File: config.mk
export PLATFORM = sky130hd
export DESIGN_NAME = triangle_bbox_scanner
export DESIGN_NICKNAME = d
export VERILOG_FILES = /design/src/rtl/triangle_bbox_scanner.sv
export SDC_FILE = /design/constraint.sdc
export NUM_CORES = 1
export LEC_CHECK = 0
export BUFFER_PORTS_ARGS = -buffer_cell sky130_fd_sc_hd__buf_2
export CELL_PAD_IN_SITES_DETAIL_PLACEMENT = 2
export CELL_PAD_IN_SITES_GLOBAL_PLACEMENT = 2
export CORE_MARGIN = 3
export CORE_UTILIZATION = 32
export DETAILED_ROUTE_END_ITERATION = 12
export PLACE_DENSITY = 0.88
export SYNTH_ARGS = -nofsm -noshare
export SYNTH_HDL_FRONTEND = slang
export SYNTH_SLANG_ARGS = --single-unit
File: constraint.sdc
create_clock -name clk -period 5.6 [get_ports clk]
set_input_delay 0.28 -clock clk [delete_from_list [all_inputs] [get_ports clk]]
set_output_delay 0.28 -clock clk [all_outputs]
set_load 0.02 [all_outputs]
File: src/rtl/triangle_bbox_scanner.sv
// Walks a triangle's screen-clipped bounding box in raster order, feeding candidates to the fill
// stage and re-aligning its coverage results. Optional macro TRI_SCAN_STATS_EN adds frag_count.
//
// state | meaning
// IDLE  | tri_ready high, waiting for a triangle
// SETUP | bounding box computed and clipped; empty boxes finish here
// SCAN  | one candidate pixel per cycle to fill
// DRAIN | waiting FILL_LATENCY cycles for the last fill results
module triangle_bbox_scanner #(
  parameter int SCREEN_W     = 1280,
  parameter int SCREEN_H     = 720,
  parameter int FILL_LATENCY = 3
) (
  input  logic                    clk,
  input  logic                    rst_n,
  input  logic [2:0][1:0][11:0]   tri_in,
  input  logic                    tri_valid,
  output logic                    tri_ready,
  output logic [11:0]             fill_hcount,
  output logic [11:0]             fill_vcount,
  output logic [2:0][1:0][11:0]   fill_triangle,
  output logic                    fill_valid_out,
  input  logic                    fill_valid_in,
  input  logic                    fill_within,
  output logic                    pix_valid,
  output logic [11:0]             pix_x,
  output logic [11:0]             pix_y,
  output logic                    busy,
  output logic                    done,
  output logic [23:0]             frag_count
);

  localparam logic [11:0] X_LAST = 12'(SCREEN_W - 1);
  localparam logic [11:0] Y_LAST = 12'(SCREEN_H - 1);
  localparam int          CW     = (FILL_LATENCY < 2) ? 1 : $clog2(FILL_LATENCY);

  typedef enum logic [1:0] {IDLE, SETUP, SCAN, DRAIN} state_t;

  state_t          state;
  logic [11:0]     x, y, xmin_r, xmax_r, ymax_r;
  logic [CW-1:0]   drain_cnt;
  logic [11:0]     bx_min, bx_max, by_min, by_max;

  function automatic logic [11:0] min3(input logic [11:0] a, input logic [11:0] b,
                                       input logic [11:0] c);
    logic [11:0] m;
    m = (a < b) ? a : b;
    return (m < c) ? m : c;
  endfunction

  function automatic logic [11:0] max3(input logic [11:0] a, input logic [11:0] b,
                                       input logic [11:0] c);
    logic [11:0] m;
    m = (a > b) ? a : b;
    return (m > c) ? m : c;
  endfunction

  always_comb begin
    bx_min = min3(fill_triangle[0][0], fill_triangle[1][0], fill_triangle[2][0]);
    by_min = min3(fill_triangle[0][1], fill_triangle[1][1], fill_triangle[2][1]);
    bx_max = max3(fill_triangle[0][0], fill_triangle[1][0], fill_triangle[2][0]);
    by_max = max3(fill_triangle[0][1], fill_triangle[1][1], fill_triangle[2][1]);
    if (bx_max > X_LAST) bx_max = X_LAST;
    if (by_max > Y_LAST) by_max = Y_LAST;
  end

  always_ff @(posedge clk) begin
    if (!rst_n) begin
      state          <= IDLE;
      tri_ready      <= 1'b1;
      busy           <= 1'b0;
      done           <= 1'b0;
      fill_valid_out <= 1'b0;
      fill_triangle  <= '0;
      x              <= '0;
      y              <= '0;
      xmin_r         <= '0;
      xmax_r         <= '0;
      ymax_r         <= '0;
      drain_cnt      <= '0;
    end else begin
      done <= 1'b0;
      case (state)
        IDLE: begin
          if (tri_valid) begin
            fill_triangle <= tri_in;
            tri_ready     <= 1'b0;
            busy          <= 1'b1;
            state         <= SETUP;
          end
        end
        SETUP: begin
          if (bx_min > X_LAST || by_min > Y_LAST) begin
            tri_ready <= 1'b1;
            busy      <= 1'b0;
            done      <= 1'b1;
            state     <= IDLE;
          end else begin
            x              <= bx_min;
            y              <= by_min;
            xmin_r         <= bx_min;
            xmax_r         <= bx_max;
            ymax_r         <= by_max;
            fill_valid_out <= 1'b1;
            state          <= SCAN;
          end
        end
        SCAN: begin
          if (x == xmax_r && y == ymax_r) begin
            fill_valid_out <= 1'b0;
            drain_cnt      <= CW'(FILL_LATENCY - 1);
            done           <= (FILL_LATENCY == 1);
            state          <= DRAIN;
          end else if (x == xmax_r) begin
            x <= xmin_r;
            y <= y + 12'd1;
          end else begin
            x <= x + 12'd1;
          end
        end
        DRAIN: begin
          // done is raised entering the final drain cycle so it lines up with the last result
          if (drain_cnt == '0) begin
            tri_ready <= 1'b1;
            busy      <= 1'b0;
            state     <= IDLE;
          end else begin
            drain_cnt <= drain_cnt - CW'(1);
            done      <= (drain_cnt == CW'(1));
          end
        end
        default: state <= IDLE;
      endcase
    end
  end

  assign fill_hcount = x;
  assign fill_vcount = y;

  logic [FILL_LATENCY-1:0]        dl_vld;
  logic [FILL_LATENCY-1:0][11:0]  dl_x, dl_y;

  always_ff @(posedge clk) begin
    if (!rst_n) begin
      dl_vld <= '0;
      dl_x   <= '0;
      dl_y   <= '0;
    end else begin
      dl_vld[0] <= fill_valid_out;
      dl_x[0]   <= x;
      dl_y[0]   <= y;
      for (int i = 1; i < FILL_LATENCY; i++) begin
        dl_vld[i] <= dl_vld[i-1];
        dl_x[i]   <= dl_x[i-1];
        dl_y[i]   <= dl_y[i-1];
      end
    end
  end

  // the valid tap masks stale fill results from a triangle abandoned by reset
  assign pix_valid = fill_valid_in && fill_within && dl_vld[FILL_LATENCY-1];
  assign pix_x     = dl_x[FILL_LATENCY-1];
  assign pix_y     = dl_y[FILL_LATENCY-1];

`ifdef TRI_SCAN_STATS_EN
  logic [23:0] frag_cnt, frag_hold, frag_next;

  always_comb begin
    frag_next = frag_cnt;
    if (pix_valid && frag_cnt != '1) frag_next = frag_cnt + 24'd1;
  end

  always_ff @(posedge clk) begin
    if (!rst_n) begin
      frag_cnt  <= '0;
      frag_hold <= '0;
    end else begin
      if (state == IDLE && tri_valid) frag_cnt <= '0;
      else                            frag_cnt <= frag_next;
      if (done) frag_hold <= frag_next;
    end
  end

  assign frag_count = done ? frag_next : frag_hold;
`else
  assign frag_count = '0;
`endif

endmodule

* Yosys cells after proc, flatten, opt, wreduce, memory -nomap -nowiden
Cells that the tools add are included.
** Storage, ports and cells
- Word-level logic and storage cells :: 111
- Register bits :: 215
- Input bits :: 77
** Operators by class
- Bitwise gates (word level) :: 1
- Reduce and logical (&&, ||, !) cells :: 17
- Equal/unequal tests :: 14
- Add/sub/neg operators :: 3
- Multiplexer cells :: 40
- Magnitude comparators :: 12
** Operators with widths (count)
- 2-to-1 mux 12 bit :: 16
- > comparator 12 bit :: 4
- less-than comparator 12 bit :: 4
- case mux 12 bit (2 select lines) :: 2
- adder 12 x 1 -> 12 bit (second input constant) :: 2
- == test 12 bit :: 2
- > comparator 12 x 10 -> 1 bit (second input constant) :: 2
- > comparator 12 x 11 -> 1 bit (second input constant) :: 2
- != test 2 bit (second input constant) :: 8
- 2-to-1 mux 2 bit :: 6
- AND reduction 3 bit :: 4
- 2-to-1 mux 1 bit :: 10
- case mux 2 bit (4 select lines) :: 1
- AND reduction 4 bit :: 2
- case mux 1 bit (3 select lines) :: 2
- == test 2 x 1 -> 1 bit (second input constant) :: 2
- == test 2 bit (second input constant) :: 2
- zero test 2 bit :: 2
- case mux 1 bit (2 select lines) :: 2
- case mux 2 bit (2 select lines) :: 1
- AND reduction 2 bit :: 2
- nonzero test 2 bit :: 2
- logical AND 1 bit :: 3
- nonzero test 3 bit :: 1
- 3 further kinds :: 3

* Logic depth before layout (Yosys ltp)
Gate-level depths: netlist of run 1.
- Depth after elaboration :: 8
- Gate-level depth with buffers :: 23
- Gate-level depth less buffers :: 19

* Worst setup path after synthesis of run 1
OpenSTA, ideal clock, no wires.
- Path kind :: register to register
- From :: register fill_triangle[38] (netlist name)
- To :: register ymax_r[0]
- Data arrival time :: 5.200 ns
- Setup slack :: 0.282 ns
- Buffers on the path :: 4
- Cell stages (with the launch flop) :: 23
- Required time :: 5.481 ns
- Cell sequence :: dfxtp_1 -> inv_1 -> ha_1 -> and4b_1 -> a211oi_2 -> o211ai_2 -> nand2_1 -> clkbuf_1 -> clkbuf_1 -> nand2_1 -> o21ai_0 -> ha_1 -> a21oi_1 -> o21a_1 -> o221ai_1 -> a31o_1 -> a31oi_2 -> buf_2 -> mux2_2 -> a2111o_1 -> or3_1 -> buf_2 -> o221a_1
** Between the ends
- Cells in the longest elaborated chain, start to end :: 8
- Elaborated cells on any way between the ends :: 14
- Those cells by class :: order compare (6); mux (5); bitwise (1); reduce/logical (2)
** Ends and longest elaborated chain
- start, declared :: line 21 : output logic [2:0][1:0][11:0] fill_triangle,
- start signal, assigned :: line 86 : fill_triangle <= tri_in;
- less-than comparator 12 bit :: line 47 : m = (a < b) ? a : b;
- 2-to-1 mux 12 bit :: line 47
- less-than comparator 12 bit :: line 48 : return (m < c) ? m : c;
- 2-to-1 mux 12 bit :: line 48
- > comparator 12 x 10 -> 1 bit :: line 93 : if (bx_min > X_LAST || by_min > Y_LAST) begin
- logical OR 1 bit :: line 93
- NOT 1 bit (no line)
- AND reduction 2 bit (no line)
- end signal, assigned :: line 103 : ymax_r <= by_max;
- end, declared :: line 40 : logic [11:0] x, y, xmin_r, xmax_r, ymax_r;
Several ways; a longest one is shown, not always the timed one.
A chain may end at the register's enable or synchronous reset.

* Worst setup path after layout of run 1
- From :: register fill_triangle[38] (netlist name)
- To :: register xmax_r[8]
** Between the ends
- Cells in the longest elaborated chain, start to end :: 8
** Ends and longest elaborated chain
- less-than comparator 12 bit :: line 47
- 2-to-1 mux 12 bit * :: line 47
- less-than comparator 12 bit :: line 48
- 2-to-1 mux 12 bit * :: line 48
- > comparator 12 x 10 -> 1 bit * :: line 93
- logical OR 1 bit * :: line 93
- NOT 1 bit (no line) *
- AND reduction 2 bit (no line) *
- end signal, assigned :: line 102 : xmax_r <= bx_max;
- end, declared :: line 40
Every way passes the cells marked *; elsewhere a longest branch is shown, timed or not.

==> summary.md, run 1 <==
| Metric | Value |
|---|---|
| Post-Synth Simple-Gate Area | `18.9%` |
| Sw frac | `42.0%` |
| Worst path slowest cell | `a2111o_1` |
| Total number of vias | `10900` |
| Worst path max stage delay | `0.43 ns` |
| Outcome | `complete, no violations` |
| Netlist Area Pre-Place | `11300 µm²` |
| Grt met1 use | `28.7%` |
| GRT overflow | `0` |
| Gpl congestion | `0.858` |
| Max-slew violations | `0` |
| Root Buffer | `clkbuf_16` |
| Worst Path Arrival | `5.81 ns` |
| Layout cell share with drive strength beyond 1 | `19.4%` |
| FFs w/ async S/R, synth | `0%` |
| Max-Cap Viols | `0` |
| Slew @ Worst Pin | `0.951 ns` |
| Global route hottest layer | `met2` |
| Global-route wire length before repair | `70100 µm` |
| Netlist cell types | `65` |
| Yosys warning count | `0` |
| Compound-Gate Fraction of Synth Area | `18.0%` |
| Int Pwr | `3.73 mW` |
| Routed wire length | `45000 µm` |
| P_leak | `6.53 nW` |
| Met3 Use GR | `4.38%` |
| Post-synth EDFFs | `0` |
| Vias in the first global route | `12100` |
| Slew HR | `36.6%` |
| Initial cell density of the core | `32.7%` |
| Placed cells | `1964` |
| Endpoints failing setup | `0` |
| Combinational family with the most area after synthesis | `simple AND/OR/NAND/NOR gates` |
| Non-Filler Instances | `2075` |
| Port Buffers | `201` |
| Maximum fanout along the worst path | `46` |
| Dpl hpwl | `29400 µm` |
| Gate Count Post-Synth | `1379` |
| Core area | `34700 µm²` |
| Initial DRC Count | `447` |
| Drt drc | `0` |
| Worst-Skew Late Latency | `0.55 ns` |
| Period utilization | `95.9%` |
| Cell depth of the worst min-delay path | `3` |
| H-tree levels | `1` |
| Setup crit end kind | `flop` |
| RSZ-0062 raised after global routing | `yes` |
| Fin Clk Skew | `0.0266 ns` |
| Num CTS Buffers | `24` |
| Worst reg2reg path depth | `19` |
| Peak supply drop | `0.241 mV` |
| Combinational Power Share | `44.4%` |
| Flop pwr share | `30.4%` |
| Power, Total | `6.42 mW` |
| Mean Syn Cell Area | `8.23 µm²` |
| Die Wd | `194 µm` |
| Critical Path Source Type | `flop` |
| Area Overhead vs Synth | `24.1%` |
| CP Cell Sequence | `inv_1 -> ha_1 -> and4b_1 -> a211oi_2 -> o211ai_2 -> nand2_4 -> mux2_2 -> ha_1 -> a21o_1 -> a21oi_1 -> o221ai_1 -> a31o_1 -> a31oi_2 -> buf_6 -> mux2_2 -> a2111o_1 -> buf_6 -> or3_1 -> a21oi_1` |
| Die area | `37700 µm²` |
| Commonest cells after routing, fill and taps aside | `243 x nand2_1, 215 x dfxtp_1, 201 x buf_2, 149 x a21oi_1, 81 x inv_1` |
| Hold Vio Cnt, Final | `0` |
| Max Fclk | `186 MHz` |
| Net Sw Power | `2.70 mW` |
| CP Class | `reg2reg` |
| Adder-Cell Fraction of Synth Area | `8.82%` |
| Seq/Total Area, Yosys | `37.9%` |
| Vias/cell | `5.23` |
| Largest net degree at the start of global routing | `110` |
| Cell row count | `68` |
| Pre-Repair DR Iteration Count | `4` |
| Synth Register Bits | `215` |
| Number of antenna diodes | `0` |
| Multiplexer share of the synthesized area | `5.48%` |
| Fin Setup TNS | `0 ns` |
| Initial antenna violation count | `1` |
| Hold/Removal Path Class | `in2reg` |
| Clock Sinks | `215` |
| Fin nets | `1763` |
| Required @ worst endpoint | `6.04 ns` |
| Most common cell after layout, fill and taps aside | `nand2_1` |
| # IOs | `226` |
| GR Layer Usage met2 | `39.7%` |
| CTS tree | `yes` |
| Pwr dens | `456 nW/µm²` |
| Synth Area in XOR/XNOR | `2.62%` |
| Final hold slack | `0.0306 ns` |
| Clk buf depth | `3` |
| Primary FF master, synth | `dfxtp_1` |
| Die Ht | `194 µm` |
| Avg WL per Cell | `21.7 µm` |
| Period minus WS final | `5.37 ns` |
| Clock Power Share | `25.3%` |
| Clock-pin slew on the worst setup and hold paths | `0.07 ns` |
| Post-detailed-route count of antenna-violating nets | `0` |
| GRT Overall Usage | `22.8%` |
## state kept, by name, summed over array words and instances, names as in the netlist, 3 cells and up, named ones only
register       cells
ymax_r            12
pix_x             12
dl_y              24
pix_y             12
fill_hcount       12
xmin_r            12
dl_x              24
dl_vld             3
fill_vcount       12
fill_triangle     72
xmax_r            12
## routing by layer
layer	vias to the layer above	part of all wire [%]
met1	5376	44
met3	89	4.9
met2	290	48
met4	2	2.9
li1	5104	-
met5	-	0.031
## cells by family after synthesis
group,after synthesis
xor gates and xnor gates,34
buffers and inverters,198
muxes,60
adders and majority gates,80
other,1
and+or+nand+nor,461
AOI/OAI and AO/OA,330
DFF,215
## stage by stage
step	utilization [%]	cell area [µm²]	setup slack (ns)
3_5_place_dp	36.2	12600	0.0610
6_report	40.6	14100	0.229
5_1_grt	40.6	14100	-0.126
3_3_place_gp	36.2	12600	0.307
2_1_floorplan	-	11400	0.282
4_1_cts	40.3	14000	0.121
## path summary, 6_finish.rpt
| check | start | end | slack [ns] |
|---|---|---|---|
| worst max-delay path | fill_triangle[38]$_SDFFE_PN0P_ | xmax_r[8]$_SDFFE_PN0P_ | 0.23 |
| worst min register to register | dl_x[17]$_SDFF_PN0_ | pix_x[5]$_SDFF_PN0_ | 0.43 |
| worst min-delay path | tri_in[46] | fill_triangle[46]$_SDFFE_PN0P_ | 0.03 |
| worst max register to register | fill_triangle[38]$_SDFFE_PN0P_ | xmax_r[8]$_SDFFE_PN0P_ | 0.23 |
## Yosys cell counts, types with 10 or more instances
master | instances | area, µm²
xor2_1 | 30 | 263
nor3_1 | 11 | 55.1
a21oi_1 | 149 | 746
mux2_2 | 16 | 180
buf_4 | 48 | 360
mux2i_1 | 43 | 430
nand4_1 | 14 | 87.6
clkbuf_1 | 60 | 225
nand2_1 | 245 | 920
a21o_1 | 16 | 120
and2_1 | 74 | 463
inv_1 | 81 | 304
nand3_1 | 18 | 90.1
o21ai_0 | 64 | 320
a211o_1 | 12 | 105
and3_1 | 14 | 87.6
dfxtp_1 | 215 | 4300
or2_2 | 10 | 62.6
nor2_1 | 43 | 161
ha_1 | 80 | 1000
o211ai_1 | 19 | 143
## critical path: cells and delay by family (launching register included)
kind	cells	cell delay, ns
buf+inv	3	0.55
flops	1	0.38
fa+ha+maj	2	0.62
compound gates	9	2.14
simple gates	3	0.77
mux	2	0.77
## repair_timing
action / 4_1_cts / 5_1_grt
buffers inserted: 0 / 7
gates resized for setup: 1 / 6
endpoints found under the hold margin: 63 / 1
setup endpoints to repair: 1 / 59
pin swaps: 0 / 1
hold buffers: 63 / 1
## power groups by stage
stage                     registers [mW]  logic [mW]  clock network (mW)
after floorplan                     2.00        1.76                   0
after global placement              1.96        2.53                   0
after detailed placement            1.98        2.66                   0
after CTS                           1.95        2.73                1.66
after global routing                1.98        3.13                1.75
final                               1.95        2.85                1.62
## final cells by class
cell class | instances | area [µm²]
fill | 3909 | 20600
multi-input combinational | 989 | 6230
sequential | 215 | 4300
timing repair buffer | 294 | 1870
clock buffer | 30 | 684
tap | 455 | 569
inverter | 82 | 309
clock inverter | 10 | 106
Note: power is estimated with default switching activity, not from simulation.
==> inputs of run 2 (changes only) <==
--- a/config.mk
+++ b/config.mk
@@ -9,9 +9,11 @@
 export CELL_PAD_IN_SITES_DETAIL_PLACEMENT = 2
 export CELL_PAD_IN_SITES_GLOBAL_PLACEMENT = 2
 export CORE_MARGIN = 3
-export CORE_UTILIZATION = 32
+export CORE_UTILIZATION = 29
 export DETAILED_ROUTE_END_ITERATION = 12
-export PLACE_DENSITY = 0.88
+export GPL_ROUTABILITY_DRIVEN = 0
+export MAX_ROUTING_LAYER = met4
+export PLACE_DENSITY = 0.85
 export SYNTH_ARGS = -nofsm -noshare
 export SYNTH_HDL_FRONTEND = slang
 export SYNTH_SLANG_ARGS = --single-unit
==> constraint.sdc (replaced) <==
create_clock -name clk -period 4.6 [get_ports clk]
set_input_delay 0.23 -clock clk [delete_from_list [all_inputs] [get_ports clk]]
set_output_delay 0.23 -clock clk [all_outputs]
set_load 0.02 [all_outputs]
==> run 2 against run 1 <==
The run now ends with setup timing left. Die area grew 10%. Clock skew up 0.0061 ns. Highest routed layer is now met4. Register-to-register slack worse by 1.0 ns. Largest cell class unchanged. Cell count up 9.7%.
==> summary.md, run 2 (synthesis results as in run 1) <==
| Metric | Value |
|---|---|
| CP Class | `reg2reg` |
| Pre-Repair DR Iteration Count | `5` |
| Endpoints failing setup | `65` |
| Max-slew violations | `0` |
| Worst reg2reg path depth | `21` |
| Reg2reg setup slack | `-0.81 ns` |
| Period utilization | `118%` |
| Clock Sinks | `215` |
| Initial cell density of the core | `29.8%` |
| RSZ-0062 raised after global routing | `yes` |
| Worst-Skew Late Latency | `0.59 ns` |
| Most flop-heavy register | `fill_triangle` |
| Initial antenna violation count | `3` |
| Die Ht | `204 µm` |
| GRT Overall Usage | `25.9%` |
| Final setup margin | `-0.808 ns` |
| Fin nets | `1899` |
| Commonest cells after routing, fill and taps aside | `234 x nand2_1, 202 x buf_2, 198 x dfxtp_1, 126 x buf_4, 116 x a21oi_1` |
| Worst Path Arrival | `5.88 ns` |
| Failing checks | `setup timing` |
| Total number of vias | `12300` |
| P_leak | `7.47 nW` |
| Outcome | `complete, but fails checks` |
| Hold_sp | `tri_valid` |
| Pwr dens | `609 nW/µm²` |
| Placed cells | `2101` |
| Core area | `38100 µm²` |
| Drt drc | `0` |
| Clock-pin slew on the worst setup and hold paths | `0.07 ns` |
| Die area | `41500 µm²` |
| Max-Cap Viols | `0` |
| Peak supply drop | `0.326 mV` |
| Fin Clk Skew | `0.0328 ns` |
| Hold Vio Cnt, Final | `0` |
| Port Buffers | `201` |
| CP endpoint | `ymax_r[8]$_SDFFE_PN0P_` |
| Top flop regs | `fill_triangle (72), dl_x (24), dl_y (24)` |
| Critical Path Source Type | `flop` |
| Hold/Removal Path Class | `in2reg` |
| Required @ worst endpoint | `5.07 ns` |
| Vias in the first global route | `13300` |
| Layout cell share with drive strength beyond 1 | `31.8%` |
| Root Buffer | `clkbuf_16` |
| CTS tree | `yes` |
| Num CTS Buffers | `27` |
| Global-route wire length before repair | `81900 µm` |
| Area Overhead vs Synth | `43.0%` |
| H-tree levels | `1` |
| Setup crit end kind | `flop` |
| Number of flip-flops in the largest register | `72` |
| Worst Setup SP | `fill_triangle[37]$_SDFFE_PN0P_` |
| Vias/cell | `5.38` |
| Start of the worst register-to-register path | `fill_triangle[37]$_SDFFE_PN0P_` |
| Most common cell after layout, fill and taps aside | `nand2_1` |
| Period minus WS final | `5.41 ns` |
| Slew @ Worst Pin | `1.30 ns` |
| Maximum fanout along the worst path | `6` |
| Power, Total | `9.88 mW` |
| Cell row count | `71` |
| Routed wire length | `61800 µm` |
| Die Wd | `204 µm` |
| Max Fclk | `185 MHz` |
| Largest net degree at the start of global routing | `110` |
| Initial DRC Count | `718` |
| Fillers | `4147` |
| Post-detailed-route count of antenna-violating nets | `0` |
| # IOs | `226` |
| Slew HR | `13.2%` |
| Avg WL per Cell | `27.1 µm` |
| Reg-to-Reg End | `ymax_r[8]$_SDFFE_PN0P_` |
| Clk buf depth | `3` |
| GRT overflow | `0` |
| Dpl hpwl | `32000 µm` |
| Non-Filler Instances | `2277` |
-- run 2: cell types whose count changed in the layout (fill, tap and decap cells not counted), moves of 13 or more --
cell	previous run	this run
a21oi_2	0	28
o21ai_0	63	46
buf_4	27	126
buf_6	2	18
dfxtp_2	0	13
a21oi_1	149	116
ha_1	80	65
dfxtp_1	215	198
ha_4	0	14
-- run 2: worst min-delay path by stage --
| stage | to | slack (ns) | cells after the start |
|---|---|---|---|
| 4_1_cts | state[0]$_SDFFE_PN0P_ | 0.27 | 3 |
| 5_1_grt | state[0]$_SDFFE_PN0P_ | 0.36 | 3 |
| 2_1_floorplan | fill_triangle[38]$_SDFFE_PN0P_ | 0.36 | 2 |
| 3_5_place_dp | pix_y[9]$_SDFF_PN0_ | 0.43 | 1 |
| 3_3_place_gp | dl_x[14]$_SDFF_PN0_ | 0.41 | 1 |
| 6_report | state[0]$_SDFFE_PN0P_ | 0.31 | 3 |
-- run 2: stage by stage --
stage / setup WS (ns) / area [µm²] / setup TNS [ns] / hold WS (ns) / utilization, %
final: -0.808 / 16200 / -39.55 / 0.311 / 42.6
after global routing: -0.772 / 16200 / -38.98 / 0.362 / 42.6
after CTS: -0.120 / 15600 / -2.56 / 0.275 / 40.9
after detailed placement: -0.421 / 13300 / -20.40 / 0.426 / 35.0
after global placement: -0.0311 / 13300 / -0.183 / 0.413 / 35.0
after floorplan: 0.000800 / 11500 / 0 / 0.356 / -
-- run 2: layout make-up --
class	count	area [µm²]	area share, %
diodes	3	7.51	0.0463
clock buffers	35	746	4.60
clock inverters	15	173	1.06
inverters	82	314	1.94
multi-input cells	989	6910	42.6
flip-flops and latches	215	4340	26.7
well taps	511	639	3.94
repair buffers	427	3100	19.1
-- run 2: layer usage --
metal,wire length [µm],GRT usage [%]
met1,24000,30.0
met2,31100,45.2
met3,3320,4.31
met4,3420,9.71
met5,0,-
-- run 2: critical path, cell delays in order, from the launching register on --
cell      delay (ns)
dfxtp_2         0.37
inv_4           0.05
ha_4            0.27
and4b_1         0.28
a211oi_4        0.07
o211ai_2        0.27
nand2_4         0.12
buf_12          0.17
mux2_4          0.33
ha_4            0.29
nand4_1         0.39
nor2_2          0.40
a31o_4          0.24
a31oi_4         0.05
buf_6           0.15
buf_6           0.12
or3_4           0.33
a31o_1          0.18
a2111o_1        0.46
buf_6           0.20
or3_4           0.36
a21oi_2         0.19
-- run 2: where the power goes --
part           internal [mW]  switching (mW)
clock                   1.32           0.945
sequential              2.10           0.281
combinational           2.14            3.09
-- run 2: what timing repair did --
| action | CTS | global route |
|---|---|---|
| hold buffers | 72 | 0 |
| pin swaps | 33 | 40 |
| gates resized for setup | 82 | 104 |
| setup endpoints to repair | 65 | 65 |
| cloned | 3 | 5 |
| setup buffers | 24 | 21 |
| endpoints found under the hold margin | 72 | 0 |
